`src/rtl/atm_keypad_frontend_if.sv`:
```
// Signal bundle between the customer keypad/card slot and the ATM controller inputs.
// slave: the front end itself; master: the raw keypad/card-slot side.
interface atm_keypad_frontend_if;
  logic        cardDetect;
  logic        keyPressed;
  logic [3:0]  keyCode;
  logic        receivedCard;
  logic        transType;
  logic        stbTransaction;
  logic        stbDigit;
  logic [3:0]  digit;
  logic        stbAmount;
  logic [31:0] amount;

  modport slave (
    input  cardDetect, keyPressed, keyCode,
    output receivedCard, transType, stbTransaction, stbDigit, digit, stbAmount, amount
  );

  modport master (
    output cardDetect, keyPressed, keyCode,
    input  receivedCard, transType, stbTransaction, stbDigit, digit, stbAmount, amount
  );
endinterface

```
`src/rtl/atm_keypad_frontend.sv`:
```
// Customer-side ATM front end: synchronizes card/keypad, debounces key presses and
// turns them into PIN digit, transaction and amount strobes for the controller.
module atm_keypad_frontend #(
  parameter int unsigned DEBOUNCE      = 4,
  parameter int unsigned PIN_DIGITS    = 4,
  parameter int unsigned AMOUNT_DIGITS = 9
) (
  input  logic                  clock,
  input  logic                  reset,
  atm_keypad_frontend_if.slave  bus
);

  localparam int unsigned DB_W  = $clog2(DEBOUNCE + 1);
  localparam int unsigned PIN_W = $clog2(PIN_DIGITS + 1);
  localparam int unsigned AMT_W = $clog2(AMOUNT_DIGITS + 1);

  typedef enum logic [1:0] {ST_IDLE, ST_PIN, ST_SELECT, ST_AMOUNT} state_e;

  logic             card_s1_q, card_s2_q, card_d_q;
  logic             key_s1_q, key_s2_q;
  logic [3:0]       code_s1_q, code_s2_q;

  logic [DB_W-1:0]  db_cnt_q, db_cnt_d;
  logic             armed_q, armed_d;
  logic             evt_q, evt_d;
  logic [3:0]       evt_code_q, evt_code_d;

  state_e           state_q, state_d;
  logic [PIN_W-1:0] pin_cnt_q, pin_cnt_d;
  logic [AMT_W-1:0] amt_cnt_q, amt_cnt_d;
  logic [31:0]      amount_q, amount_d;
  logic [3:0]       digit_q, digit_d;
  logic             trans_q, trans_d;
  logic             stb_digit_q, stb_digit_d;
  logic             stb_trans_q, stb_trans_d;
  logic             stb_amt_q, stb_amt_d;
  logic             card_lost_c;

  // Two-flop synchronizers plus a delayed copy of card presence for edge detection
  always_ff @(posedge clock or negedge reset) begin
    if (!reset) begin
      card_s1_q <= 1'b0;
      card_s2_q <= 1'b0;
      card_d_q  <= 1'b0;
      key_s1_q  <= 1'b0;
      key_s2_q  <= 1'b0;
      code_s1_q <= 4'd0;
      code_s2_q <= 4'd0;
    end else begin
      card_s1_q <= bus.cardDetect;
      card_s2_q <= card_s1_q;
      card_d_q  <= card_s2_q;
      key_s1_q  <= bus.keyPressed;
      key_s2_q  <= key_s1_q;
      code_s1_q <= bus.keyCode;
      code_s2_q <= code_s1_q;
    end
  end

  always_ff @(posedge clock or negedge reset) begin
    if (!reset) begin
      db_cnt_q    <= '0;
      armed_q     <= 1'b1;
      evt_q       <= 1'b0;
      evt_code_q  <= 4'd0;
      state_q     <= ST_IDLE;
      pin_cnt_q   <= '0;
      amt_cnt_q   <= '0;
      amount_q    <= 32'd0;
      digit_q     <= 4'd0;
      trans_q     <= 1'b0;
      stb_digit_q <= 1'b0;
      stb_trans_q <= 1'b0;
      stb_amt_q   <= 1'b0;
    end else begin
      db_cnt_q    <= db_cnt_d;
      armed_q     <= armed_d;
      evt_q       <= evt_d;
      evt_code_q  <= evt_code_d;
      state_q     <= state_d;
      pin_cnt_q   <= pin_cnt_d;
      amt_cnt_q   <= amt_cnt_d;
      amount_q    <= amount_d;
      digit_q     <= digit_d;
      trans_q     <= trans_d;
      stb_digit_q <= stb_digit_d;
      stb_trans_q <= stb_trans_d;
      stb_amt_q   <= stb_amt_d;
    end
  end

  assign card_lost_c = (state_q != ST_IDLE) && !card_s2_q;

  always_comb begin
    db_cnt_d    = db_cnt_q;
    armed_d     = armed_q;
    evt_d       = 1'b0;
    evt_code_d  = evt_code_q;
    state_d     = state_q;
    pin_cnt_d   = pin_cnt_q;
    amt_cnt_d   = amt_cnt_q;
    amount_d    = amount_q;
    digit_d     = digit_q;
    trans_d     = trans_q;
    stb_digit_d = 1'b0;
    stb_trans_d = 1'b0;
    stb_amt_d   = 1'b0;

    // armed_q is the key level being waited for: 1 = press, 0 = release
    if (key_s2_q == armed_q) begin
      if (db_cnt_q == DB_W'(DEBOUNCE - 1)) begin
        db_cnt_d = '0;
        armed_d  = !armed_q;
        evt_d    = armed_q;
        if (armed_q) evt_code_d = code_s2_q;
      end else begin
        db_cnt_d = db_cnt_q + DB_W'(1);
      end
    end else begin
      db_cnt_d = '0;
    end

    case (state_q)
      ST_IDLE: begin
        if (card_s2_q && !card_d_q) begin
          state_d   = ST_PIN;
          pin_cnt_d = '0;
        end
      end
      ST_PIN: begin
        if (evt_q && evt_code_q <= 4'd9) begin
          digit_d     = evt_code_q;
          stb_digit_d = 1'b1;
          if (pin_cnt_q == PIN_W'(PIN_DIGITS - 1)) begin
            state_d   = ST_SELECT;
            pin_cnt_d = '0;
          end else begin
            pin_cnt_d = pin_cnt_q + PIN_W'(1);
          end
        end
      end
      ST_SELECT: begin
        if (evt_q && (evt_code_q == 4'hA || evt_code_q == 4'hB)) begin
          trans_d     = evt_code_q[0];
          stb_trans_d = 1'b1;
          state_d     = ST_AMOUNT;
          amount_d    = 32'd0;
          amt_cnt_d   = '0;
        end
      end
      ST_AMOUNT: begin
        if (evt_q) begin
          if (evt_code_q <= 4'd9) begin
            if (amt_cnt_q < AMT_W'(AMOUNT_DIGITS)) begin
              amount_d  = amount_q * 32'd10 + 32'(evt_code_q);
              amt_cnt_d = amt_cnt_q + AMT_W'(1);
            end
          end else if (evt_code_q == 4'hD) begin
            amount_d  = 32'd0;
            amt_cnt_d = '0;
          end else if (evt_code_q == 4'hC && amt_cnt_q != '0) begin
            stb_amt_d = 1'b1;
            state_d   = ST_SELECT;
          end
        end
      end
      default: state_d = ST_IDLE;
    endcase

    // Card removal overrides everything, including a key event in the same cycle
    if (card_lost_c) begin
      state_d     = ST_IDLE;
      pin_cnt_d   = '0;
      amt_cnt_d   = '0;
      db_cnt_d    = '0;
      armed_d     = 1'b1;
      evt_d       = 1'b0;
      amount_d    = amount_q;
      digit_d     = digit_q;
      trans_d     = trans_q;
      stb_digit_d = 1'b0;
      stb_trans_d = 1'b0;
      stb_amt_d   = 1'b0;
    end
  end

  assign bus.receivedCard   = card_s2_q;
  assign bus.transType      = trans_q;
  assign bus.stbTransaction = stb_trans_q;
  assign bus.stbDigit       = stb_digit_q;
  assign bus.digit          = digit_q;
  assign bus.stbAmount      = stb_amt_q;
  assign bus.amount         = amount_q;

endmodule

```
`src/flat_wrapper.sv`:
```
// flat-port wrapper written by rule: the top's interface ports become plain ports
module atm_keypad_frontend_flat 
#(
  parameter int unsigned DEBOUNCE      = 4,
  parameter int unsigned PIN_DIGITS    = 4,
  parameter int unsigned AMOUNT_DIGITS = 9
)
  (clock, reset, bus_cardDetect, bus_keyPressed, bus_keyCode, bus_receivedCard, bus_transType, bus_stbTransaction, bus_stbDigit, bus_digit, bus_stbAmount, bus_amount);
  atm_keypad_frontend_if bus_i ();
  input  logic clock;
  input  logic reset;
  input wire logic [$bits(bus_i.cardDetect)-1:0] bus_cardDetect;
  input wire logic [$bits(bus_i.keyPressed)-1:0] bus_keyPressed;
  input wire logic [$bits(bus_i.keyCode)-1:0] bus_keyCode;
  output wire logic [$bits(bus_i.receivedCard)-1:0] bus_receivedCard;
  output wire logic [$bits(bus_i.transType)-1:0] bus_transType;
  output wire logic [$bits(bus_i.stbTransaction)-1:0] bus_stbTransaction;
  output wire logic [$bits(bus_i.stbDigit)-1:0] bus_stbDigit;
  output wire logic [$bits(bus_i.digit)-1:0] bus_digit;
  output wire logic [$bits(bus_i.stbAmount)-1:0] bus_stbAmount;
  output wire logic [$bits(bus_i.amount)-1:0] bus_amount;
  assign bus_i.cardDetect = bus_cardDetect;
  assign bus_i.keyPressed = bus_keyPressed;
  assign bus_i.keyCode = bus_keyCode;
  assign bus_receivedCard = bus_i.receivedCard;
  assign bus_transType = bus_i.transType;
  assign bus_stbTransaction = bus_i.stbTransaction;
  assign bus_stbDigit = bus_i.stbDigit;
  assign bus_digit = bus_i.digit;
  assign bus_stbAmount = bus_i.stbAmount;
  assign bus_amount = bus_i.amount;
  atm_keypad_frontend #(.DEBOUNCE(DEBOUNCE), .PIN_DIGITS(PIN_DIGITS), .AMOUNT_DIGITS(AMOUNT_DIGITS)) u_core (.clock(clock), .reset(reset), .bus(bus_i));
endmodule
```
`config.mk`:
```
export PLATFORM = sky130hd
export DESIGN_NAME = atm_keypad_frontend_flat
export DESIGN_NICKNAME = d
export VERILOG_FILES = /design/src/rtl/atm_keypad_frontend_if.sv /design/src/rtl/atm_keypad_frontend.sv /design/src/flat_wrapper.sv
export SDC_FILE = /design/constraint.sdc
export NUM_CORES = 1
export LEC_CHECK = 0
export CORE_UTILIZATION = 59
export DETAILED_ROUTE_END_ITERATION = 6
export GPL_ROUTABILITY_DRIVEN = 0
export PLACE_DENSITY_LB_ADDON = 0.3
export SKIP_CTS_REPAIR_TIMING = 1
export SLEW_MARGIN = 20
export SYNTH_ARGS = -nofsm -noshare
export SYNTH_HDL_FRONTEND = slang
export SYNTH_SLANG_ARGS = --single-unit
```
`constraint.sdc`:
```
create_clock -name clock -period 4.3 [get_ports clock]
set_input_delay 0.86 -clock clock [delete_from_list [all_inputs] [get_ports clock]]
set_output_delay 0.86 -clock clock [all_outputs]
set_load 0.02 [all_outputs]
```
### Word level (Yosys, flattened, before mapping)

Index checks and enable logic that the tools add are counted.

* output and inout bits: 41
* memories: 0
* word-level logic and storage cells: 126
* register bits after elaboration: 71
* bits of input ports: 8
* bits in read-only memories: 0
* RAM bits: 0
* latch bits: 0

* mux-type cells: 49
* bitwise logic cells: 1
* divide/modulo/power cells: 0
* order comparisons: 2
* multipliers: 1
* reductions and logical operators: 25
* add/subtract/negate cells: 4
* shifts and indexed selects: 0
* equal/unequal tests: 24

Operator list (number)
* $mux 32: 5
* $pmux 32 s2: 1
* $add 32x4->32: 1
* $mul 32x3->31 const B: 1
* $mux 4: 6
* $mux 3: 7
* $ne 3x1->1 const B: 7
* $mux 1: 18
* $mux 2: 9
* $eq 4x4->1 const B: 4
* $reduce_and 3->1: 4
* $pmux 2 s4: 1
* $pmux 4 s2: 1
* $reduce_and 8->1: 1
* $reduce_bool 2->1: 4
* $add 3x1->3 const B: 2
* $eq 3x2->1 const B: 2
* $ne 3x2->1 const B: 2
* $pmux 3 s2: 1
* $reduce_and 6->1: 1
* $reduce_bool 3->1: 2
* $logic_and 1x1->1: 5
* $reduce_and 5->1: 1
* $add 4x1->4 const B: 1
* 15 further kinds: 19

### Longest topological paths before layout

* word-level depth: 8
* gate-level depth with buffers: 14

### Least setup slack after synthesis

OpenSTA, ideal clock, no wires.

* path type: flip-flop to flip-flop
* start: register u_core.amount_q[1] (netlist: u_core.bus.amount[1])
* end: register u_core.amount_q[31] (netlist: u_core.bus.amount[31])
* cell stages (with the launch flop): 14
* arrival: 3487 ps
* period minus slack after synthesis: 3616 ps
* data required time: 4170 ps
* library setup time: 130 ps
* path slack: 684 ps
* buffers on the path: 0
* cell sequence: dfrtp_1 -> ha_1 -> ha_1 -> fa_1 -> a211oi_2 -> o31ai_4 -> and4_2 -> o21a_1 -> nor4b_4 -> nand4_2 -> nor3_4 -> o2111ai_2 -> xnor2_1 -> o21ai_1

* cells in the longest elaborated chain, start to end: 6

RTL lines
* start: declaration: line atm_keypad_frontend.sv:31 `logic [31:0] amount_q, amount_d;`
* start signal: assignment: line atm_keypad_frontend.sv:83 `amount_q <= amount_d;`
* $mul 32x3->31: line atm_keypad_frontend.sv:155 `amount_d = amount_q * 32'd10 + 32'(evt_code_q);`
* $add 32x4->32: line atm_keypad_frontend.sv:155
* $mux 32: line atm_keypad_frontend.sv:154 `if (amt_cnt_q < AMT_W'(AMOUNT_DIGITS)) begin`
* $mux 32: line atm_keypad_frontend.sv:153 `if (evt_code_q <= 4'd9) begin`
* $mux 32: line atm_keypad_frontend.sv:152 `if (evt_q) begin`
* $pmux 32 s2: line atm_keypad_frontend.sv:123 `case (state_q)`

No other way between the ends. The select of a mux whose other input is x is not followed.
A chain may end at the register's enable or synchronous reset.

### Worst setup path after layout

Ends and elaborated chain as after synthesis.

==> run metrics <==
number of antenna violations at the first check in global routing=0; transition at the pin with the smallest max-transition slack=around 770 ps; synthesis warning total=0; GRT Residual Overflow=0; latest clock arrival within the worst-skew pair=roughly 370 ps; Post-Syn Nets=641; share of flip-flops with an asynchronous set or reset after synthesis=100%; Final Setup Violations=0; Inserted Clock Buffers=9; final worst-path setup slack=440 ps; cell type with the highest occurrence count on the critical path=sky130_fd_sc_hd__ha_1; layout overhead on the synthesized area=13.8%; share of synthesized area occupied by flip-flops and latches=33.4%; global-route usage over all layers=26.6%; most common cell in the netlist=sky130_fd_sc_hd__nand2_1; worst clock skew on the final layout=9.60 ps; net total in the final layout=686; number of design rule violations left after detail routing=0; Chip Width=97.0 µm; commonest cells in the synthesized netlist=75 x sky130_fd_sc_hd__nand2_1, 70 x sky130_fd_sc_hd__dfrtp_1, 62 x sky130_fd_sc_hd__ha_1; vias in the first global route=4440; fraction of final layout cells with drive strength greater than 1=under 10%; number of iterations in the first detailed-routing pass=5; Routed WL per cell=16.4 µm; Final Hold Vio Count=0; placed standard-cell area=0.00587 mm²; worst path arrival time=4090 ps; number of levels in the clock H-tree=3; global-route wire length before repair=20500 µm; critical-path cell list=ha_1 > ha_1 > fa_1 > a211oi_2 > nor2_1 > xor2_1 > nand4_1 > nor3_2 > nand4_2 > nor3_4 > o2111ai_2 > xnor2_1 > o21ai_1; DPL Wire Length=about 9000 µm; Synth cell types=71; final critical delay including setup and external delays=3860 ps; status=finished clean; setup total negative slack=0 ps; number of flip-flops and latches in the synthesized netlist=71; largest net degree at the start of global routing=45; Post-Place Cells=711; Die Span Y=between 90 and 100 µm; number of vias in the routed layout=4445; type of the worst setup path=reg -> reg; average cell area after synthesis=9.37 µm²; Worst-path clk slew=90 ps; Initial DRC Count=225; final routed wirelength across all metal layers=11900 µm; number of port buffers=between 40 and 50; share of the synthesized area in the top cell type=approximately 33%; required time at the worst-slack endpoint=4530 ps; TritonCTS clock tree=done; most used flip-flop cell after synthesis=sky130_fd_sc_hd__dfrtp_1; Detail Route Antenna Nets=0; worst slack on hold paths=357 ps; final std cells w/o fill=727; endpoint type of the worst setup path=register; synthesized area=0.00533 mm²; share of the core filled with cells in the final layout=a little over two thirds; I/O Pins=49; post-layout instance area=0.00606 mm²; max cap viols=0; Initial Utilization=61.1%; Tot Pwr=1.53 mW; row count=34; area of the die=between 0.009 and 0.01 mm²; worst min path class=reg -> reg; number of enable-type register cells in the synthesized netlist=0; slowest library cell on the worst path=sky130_fd_sc_hd__dfrtp_1; count of pins over their slew limit=0; final worst path period share=about nine tenths; highest achievable clock rate=0.259 GHz; largest area contributor in the synthesized netlist=sky130_fd_sc_hd__dfrtp_1; routed vias/inst=slightly above 6; Leakage Power=2.83 nW; Power per Cell Area=252 mW/mm²; gate count of the mapped netlist=569; worst-case headroom to the max-slew limit=a little under 50%; core region area=0.00872 mm²; Clock Path Buffers=2; Antenna Cells=0; crit start category=register; library cell used as clock root buffer=sky130_fd_sc_hd__clkbuf_8; maximum fanout encountered on the critical timing path=6; pre-CTS setup slack=around 440 ps; Max rail drop VDD=between 0.15 and 0.2 mV; longest individual stage delay on the worst path=450 ps; unrepaired setup endpoints after global routing=no; cell types occupying the most area after synthesis=sky130_fd_sc_hd__dfrtp_1 33%, sky130_fd_sc_hd__ha_1 15%, sky130_fd_sc_hd__nand2_1 5.3%, sky130_fd_sc_hd__xnor2_1 4.4%, sky130_fd_sc_hd__xor2_1 3.6%; Clock Sink Count=slightly above 70
routing by layer:
metal | part of all wire [%] | global-route usage (%) | wire, µm | up-vias
met4 | 2.5 | 9.30 | 301 | 0
met2 | 46 | 43.4 | 5510 | 139
li1 | - | - | - | 2167
met3 | 5.0 | 5.78 | 591 | 29
met5 | 0 | 0 | 0 | -
met1 | 46 | 34.9 | 5510 | 2110
where the power goes:
group / switching (mW) / internal (mW) / leakage, nW
Sequential: 0.0729 / 0.725 / 0.950
Clock: 0.301 / 0.220 / 0.0888
Combinational: 0.111 / 0.100 / 1.79
Total: 0.485 / 1.05 / 2.83
layout by cell type, fill, tap and decap left out, types with 10 or more instances in the layout:
cell type                         instances
sky130_fd_sc_hd__inv_1                   12
sky130_fd_sc_hd__o21ai_1                 12
sky130_fd_sc_hd__o21ai_0                 37
sky130_fd_sc_hd__dfrtp_1                 70
sky130_fd_sc_hd__clkdlybuf4s50_1         47
sky130_fd_sc_hd__nor2_1                  35
sky130_fd_sc_hd__nand3_1                 16
sky130_fd_sc_hd__a21oi_1                 29
sky130_fd_sc_hd__nand4_1                 10
sky130_fd_sc_hd__xnor2_1                 27
sky130_fd_sc_hd__ha_1                    62
sky130_fd_sc_hd__a21o_1                  12
sky130_fd_sc_hd__xor2_1                  22
sky130_fd_sc_hd__mux2_2                  11
sky130_fd_sc_hd__nand2_1                 75
kinds of logic (layout without fill, tap and decap cells):
kind of cell,count (synthesis),in the layout,synth area share (%)
buffers and inverters,28,78,2.35
AO/OA/AOI/OAI,142,142,18.2
adder cells (fa/ha/maj),64,64,15.3
multiplexers,14,14,2.89
XOR/XNOR,49,49,8.05
AND/OR/NAND/NOR,201,201,19.9
flip-flops,71,71,33.4
state kept, by name (all words and copies together), names as in the netlist, 2 cells and up:
signal	cells
u_core.db_cnt_q	3
u_core.bus.digit	4
u_core.evt_code_q	4
u_core.pin_cnt_q	3
u_core.code_s2_q	4
u_core.bus.amount	32
u_core.amt_cnt_q	4
u_core.code_s1_q	4
u_core.state_q	2
final timing paths:
kind,to,from,slack [ps],cells after the start
hold reg to reg,u_core.code_s2_q[2],u_core.code_s1_q[2],360,0
setup / recovery,u_core.bus.amount[31],u_core.bus.amount[1],440,13
max in group asynchronous,u_core.armed_q,reset,2980,2
setup reg to reg,u_core.bus.amount[31],u_core.bus.amount[1],440,13
min in group asynchronous,u_core.db_cnt_q[0],reset,490,1
hold / removal,u_core.code_s2_q[2],u_core.code_s1_q[2],360,0
critical path, delay by kind of cell, from the launching register on:
| family | cells | cell delay (ps) |
|---|---|---|
| and+or+nand+nor | 5 | 1270 |
| adders and majority gates | 3 | 970 |
| AOI/OAI and AO/OA | 3 | 590 |
| DFF | 1 | 450 |
| xor gates and xnor gates | 2 | 440 |
area by class of cell:
class,count,area (µm²)
Clock buffer,9,124
Clock inverter,7,61.3
Fill cell,670,2660
Inverter,12,45.0
Multi-Input combinational cell,470,3430
Sequential cell,71,1780
Tap cell,108,135
Timing Repair Buffer,50,493
(Power assumes the default switching activity.)
